$ cat src/rtl/pipe_ctrl_pkg.sv
// Shared definitions for the PipeCPU pipeline sequencing controller:
// the muldiv busy-window state, stall reason codes and the default latency.
package pipe_ctrl_pkg;

    typedef enum logic {
        IDLE = 1'b0,
        BUSY = 1'b1
    } md_state_t;

    localparam logic [1:0] SR_NONE = 2'b00;
    localparam logic [1:0] SR_LU   = 2'b01;
    localparam logic [1:0] SR_MD   = 2'b10;
    localparam logic [1:0] SR_MW   = 2'b11;

    localparam int MULDIV_LAT_DEFAULT = 32;

endpackage

$ cat src/rtl/pipe_hazard_cmp.sv
// Load-use hazard comparator: flags an ID instruction that reads the
// destination of a load still sitting in EX. Kept separate so the forwarding
// unit can reuse the same register match.
module pipe_hazard_cmp (
    input  logic       ex_mem_read,
    input  logic [4:0] ex_rd,
    input  logic [4:0] id_rs,
    input  logic [4:0] id_rt,
    input  logic       id_use_rt,
    output logic       lu
);

    // Register zero is hardwired, so a load targeting it never creates a hazard.
    assign lu = ex_mem_read && (ex_rd != 5'd0) &&
                ((ex_rd == id_rs) || (id_use_rt && (ex_rd == id_rt)));

endmodule

$ cat src/rtl/pipe_ctrl.sv
// Pipeline sequencing controller: drives enables and clears of the PC and
// pipe registers, tracks the HI/LO busy window of mult/div and counts
// stalled cycles for performance measurement.
module pipe_ctrl
    import pipe_ctrl_pkg::*;
#(
    parameter int MULDIV_LAT = MULDIV_LAT_DEFAULT,
    parameter int CNT_W      = 32
) (
    input  logic             clk,
    input  logic             rst,
    input  logic [4:0]       id_rs,
    input  logic [4:0]       id_rt,
    input  logic             id_use_rt,
    input  logic             id_hilo_use,
    input  logic             ex_mem_read,
    input  logic [4:0]       ex_rd,
    input  logic             ex_redirect,
    input  logic             ex_muldiv_start,
    input  logic             mem_wait,
    output logic             pc_en,
    output logic             ifid_en,
    output logic             idex_en,
    output logic             exmem_en,
    output logic             memwb_en,
    output logic             ifid_flush,
    output logic             idex_flush,
    output logic             exmem_flush,
    output logic             muldiv_busy,
    output logic [1:0]       stall_reason,
    output logic [CNT_W-1:0] stall_cycles
);

    localparam logic [7:0]       CNT_LOAD = 8'(MULDIV_LAT - 1);
    localparam logic [CNT_W-1:0] CNT_MAX  = '1;

    md_state_t  state;
    md_state_t  state_next;
    logic [7:0] cnt;
    logic [7:0] cnt_next;
    logic       lu;
    logic       md;

    pipe_hazard_cmp u_hazard_cmp (
        .ex_mem_read (ex_mem_read),
        .ex_rd       (ex_rd),
        .id_rs       (id_rs),
        .id_rt       (id_rt),
        .id_use_rt   (id_use_rt),
        .lu          (lu)
    );

    // An ID instruction touching HI/LO must wait out the busy window.
    assign md = (state == BUSY) && id_hilo_use;

    // The window is hidden while in reset because reset aborts it anyway.
    assign muldiv_busy = (state == BUSY) && !rst;

    // Busy-window next state: a frozen pipeline cannot issue a start, but the
    // countdown keeps running because the divider itself is not frozen.
    always_comb begin
        state_next = state;
        cnt_next   = cnt;
        case (state)
            IDLE: begin
                if (ex_muldiv_start && !mem_wait) begin
                    state_next = BUSY;
                    cnt_next   = CNT_LOAD;
                end
            end
            BUSY: begin
                if (ex_muldiv_start && !mem_wait) begin
                    cnt_next = CNT_LOAD;
                end else if (cnt == 8'd0) begin
                    state_next = IDLE;
                end else begin
                    cnt_next = cnt - 8'd1;
                end
            end
            default: begin
                state_next = IDLE;
                cnt_next   = 8'd0;
            end
        endcase
    end

    // Busy-window state register.
    always_ff @(posedge clk) begin
        if (rst) begin
            state <= IDLE;
            cnt   <= 8'd0;
        end else begin
            state <= state_next;
            cnt   <= cnt_next;
        end
    end

    // Enable/flush mux: memory wait freezes everything, a redirect kills the
    // two younger stages, and a hazard holds PC/IF-ID while inserting a bubble.
    always_comb begin
        pc_en        = 1'b1;
        ifid_en      = 1'b1;
        idex_en      = 1'b1;
        exmem_en     = 1'b1;
        memwb_en     = 1'b1;
        ifid_flush   = 1'b0;
        idex_flush   = 1'b0;
        exmem_flush  = 1'b0;
        stall_reason = SR_NONE;
        if (rst) begin
            pc_en       = 1'b0;
            ifid_en     = 1'b0;
            idex_en     = 1'b0;
            exmem_en    = 1'b0;
            memwb_en    = 1'b0;
            ifid_flush  = 1'b1;
            idex_flush  = 1'b1;
            exmem_flush = 1'b1;
        end else if (mem_wait) begin
            pc_en        = 1'b0;
            ifid_en      = 1'b0;
            idex_en      = 1'b0;
            exmem_en     = 1'b0;
            memwb_en     = 1'b0;
            stall_reason = SR_MW;
        end else if (ex_redirect) begin
            ifid_flush = 1'b1;
            idex_flush = 1'b1;
        end else if (md) begin
            pc_en        = 1'b0;
            ifid_en      = 1'b0;
            idex_flush   = 1'b1;
            stall_reason = SR_MD;
        end else if (lu) begin
            pc_en        = 1'b0;
            ifid_en      = 1'b0;
            idex_flush   = 1'b1;
            stall_reason = SR_LU;
        end
    end

    // Saturating count of cycles in which the PC did not advance.
    always_ff @(posedge clk) begin
        if (rst) begin
            stall_cycles <= '0;
        end else if (!pc_en && (stall_cycles != CNT_MAX)) begin
            stall_cycles <= stall_cycles + CNT_W'(1);
        end
    end

endmodule

$ cat config.mk
export PLATFORM = sky130hd
export DESIGN_NAME = pipe_ctrl
export DESIGN_NICKNAME = d
export VERILOG_FILES = /design/src/rtl/pipe_ctrl_pkg.sv /design/src/rtl/pipe_hazard_cmp.sv /design/src/rtl/pipe_ctrl.sv
export SDC_FILE = /design/constraint.sdc
export NUM_CORES = 1
export LEC_CHECK = 0
export ABC_AREA = 1
export BUFFER_PORTS_ARGS = -buffer_cell sky130_fd_sc_hd__buf_2
export CELL_PAD_IN_SITES_DETAIL_PLACEMENT = 1
export CELL_PAD_IN_SITES_GLOBAL_PLACEMENT = 1
export CORE_UTILIZATION = 38
export CTS_BUF_LIST = sky130_fd_sc_hd__clkbuf_8
export DETAILED_ROUTE_END_ITERATION = 10
export GPL_TIMING_DRIVEN = 0
export HOLD_SLACK_MARGIN = 0.12
export PLACE_DENSITY_LB_ADDON = 0.05
export SLEW_MARGIN = 20
export SYNTH_ARGS = -nofsm -noshare
export SYNTH_HDL_FRONTEND = slang
export SYNTH_HIERARCHICAL = 1
export SYNTH_SLANG_ARGS = --single-unit
$ cat constraint.sdc
create_clock -name clk -period 2.1 [get_ports clk]
set_input_delay 0.315 -clock clk [delete_from_list [all_inputs] [get_ports clk]]
set_output_delay 0.315 -clock clk [all_outputs]
set_load 0.03 [all_outputs]
==> key figures <==
Routing
  – DRT Pass-1 Iters: 4
  – Total Wirelength: 9090 um
  – DRC Markers: 0
  – Via count: 3277
  – Routed len/inst: 13.5 um
  – 1st-iter DRT viols: 70
  – DR vias/cell: 4.85
  – ANT nets after route: 0

STA
  – Final Hold Fails: 0
  – Final Skew: 7.95 ps
  – Fmax: 0.512 GHz
  – Relative slew slack: 65.9%
  – PnR worst setup slack: 146 ps
  – WHS: 374 ps
  – Tcrit/Tclk final: 93.0%
  – Minimum clock period: 1950 ps
  – Worst-Margin Slew: 512 ps
  – Finish-stage setup viols: 0
  – RSZ-0062 raised after global routing: false
  – Max-slew violations: 0

Final layout
  – Ant diodes: 0
  – Share of layout cells above drive strength 1: 20.7%
  – Most frequent cells in the layout: nand2_1, nor2_1, buf_2
  – Commonest non-fill, non-tap cell in the layout: nand2_1
  – Layout area overhead: 21.6%
  – Fin nets: 601

CTS
  – Clk buf depth: 2
  – Root Buffer: clkbuf_8
  – Clock transition at the registers of the reported paths: 90 ps
  – Sink Count: 41
  – Clk_lat worst skew: 300 ps
  – CTS tree: built
  – CTS Hold Bufs: 0
  – H-tree levels: 2
  – Total CTS buffers: 5

Floorplanning
  – Die area: 0.00808 mm^2
  – Starting Density: 39.8%
  – Die width: 89.9 um
  – Core area: 0.00737 mm^2
  – Number of top-level pins: 66
  – # rows: 31
  – Die height: 89.9 um

Power
  – Leak: 1.66 nW
  – Power per Cell Area: 538 mW/mm^2
  – Combinational share of power: 16.5%
  – Flop pwr share: 42.9%
  – Int Power: 1.38 mW
  – Clk pwr share: 40.7%
  – Worst IR drop on VDD: 0.359 mV
  – NetSw: 541 uW
  – Sw frac: 28.2%

GRT
  – Vias in the first global route: 3246
  – Grt ovf: 0
  – Largest net degree at the start of global routing: 14
  – First-pass GRT wire length: 15200 um
  – Initial antenna violation count: 0
  – All-layer global routing usage: 23.0%

Synthesis
  – Syn Nets: 524
  – Yosys warns: 6
  – Synthesized flop and latch total: 41
  – Count of cell types in the netlist: 28
  – Part of the Yosys area used for sequential elements: 28.0%
  – Syn avg cell area: 5.90 um^2
  – Post-Syn Area: 0.00294 mm^2
  – Post-Syn Instances: 498

Setup path
  – Arr. time, crit path: 2130 ps
  – Setup CP Type: flip-flop to flip-flop
  – Worst Setup Start Kind: flip-flop
  – Crit. End Element: flip-flop
  – Crit Path Max Fanout: 10
  – Worst EP required: 2270 ps

Min path
  – Hold Path Class: input port to flip-flop

Placed design
  – PortBufs: 65
  – RD Place Congestion: 0.880
  – Dpl hpwl: 7290 um
  – Pre-CTS WS: -96.5 ps

Run
  – Max-cap viol count: 0

Outcome
  – Outcome: complete, no violations
-- metal layers --
| metal | wire [um] | global-route usage [%] | vias up | part of all wire [%] |
|---|---|---|---|---|
| met2 | 4320 | 40.2 | 49 | 47 |
| met3 | 225 | 2.79 | 13 | 2.5 |
| met1 | 4370 | 29.5 | 1531 | 48 |
| met4 | 173 | 7.12 | 0 | 1.9 |
| li1 | - | - | 1684 | - |
| met5 | 0 | 0 | - | 0 |
-- synthesized netlist by cell type (all sizes together) --
library cell / count / area [um^2]
nand4: 12 / 75.1
o31ai: 1 / 7.51
nand2: 184 / 726
nor2: 99 / 413
buf: 9 / 82.6
nor3b: 2 / 15.0
o21ai: 12 / 60.1
nand3b: 1 / 7.51
nand3: 22 / 110
nor3: 3 / 15.0
ha: 3 / 37.5
inv: 59 / 221
dfxtp: 41 / 821
clkbuf: 4 / 15.0
a21boi: 1 / 7.51
xnor2: 6 / 52.6
a21oi: 29 / 183
xor2: 10 / 87.6
-- repair_timing --
item / in CTS / in global routing
resized for setup: 2 / 4
setup buffers: 0 / 5
cloned: 0 / 0
endpoints found under the setup margin: 21 / 22
pin swaps: 0 / 1
-- registers in the layout, indices dropped and copies added, names as in the netlist --
register      cells
cnt               8
stall_cycles     32
state             1
-- logic make-up (layout without fill, tap and decap cells) --
kind of cell    after synthesis  in the layout  synth area share, %
buf+inv                      72            150                 10.9
compound gates               43             43                 8.78
flops                        41             41                 28.0
xor+xnor                     16             16                 4.77
fa+ha+maj                     3              3                 1.28
simple gates                323            323                 46.4
-- cell type report --
type	instances	area, um^2
fillers	1081	3800
multi-input cells	385	1800
flip-flops and latches	41	826
repair buffers	70	363
inverters	59	221
well taps	99	124
plain buffers	13	98.8
clock buffers	5	68.8
clock inverters	3	65.1
-- worst max-delay path, stage by stage, from the launching register on --
cell and delay, ps:
dfxtp_4 410, ha_2 240, nand2_2 80, nor2_4 170
nand2_4 120, nor2_8 170, nand2_4 110, nand2_4 90
inv_2 80, buf_2 190, nand2_1 90, a21oi_1 60
-- worst paths after layout --
check	start	endpoint	slack [ps]	depth (start not counted)
setup / recovery	stall_cycles[0]	stall_cycles[2]	150	11
hold / removal	rst	cnt[1]	370	4
setup reg to reg	stall_cycles[0]	stall_cycles[2]	150	11
hold reg to reg	cnt[7]	cnt[7]	490	2
-- power groups by stage --
| stage | Sequential (mW) | Clock, mW | Combinational, mW |
|---|---|---|---|
| floorplan | 0.845 | 0 | 0.202 |
| global placement | 0.840 | 0 | 0.300 |
| detailed placement | 0.841 | 0 | 0.310 |
| CTS | 0.823 | 0.800 | 0.312 |
| global route | 0.828 | 0.827 | 0.356 |
| finish | 0.824 | 0.781 | 0.316 |
-- stage by stage --
| step | instance area [um^2] | setup TNS (ps) | std cells | total power, mW | util (%) |
|---|---|---|---|---|---|
| after global routing | 3570 | 0 | 675 | 2.01 | 48.5 |
| final | 3570 | 0 | 675 | 1.92 | 48.5 |
| after floorplan | 2940 | 0 | 498 | 1.05 | - |
| after CTS | 3520 | 0 | 670 | 1.94 | 47.8 |
| after detailed placement | 3390 | -1570 | 662 | 1.15 | 45.9 |
| after global placement | 3390 | -444 | 662 | 1.14 | 45.9 |
(Power assumes the default switching activity.)
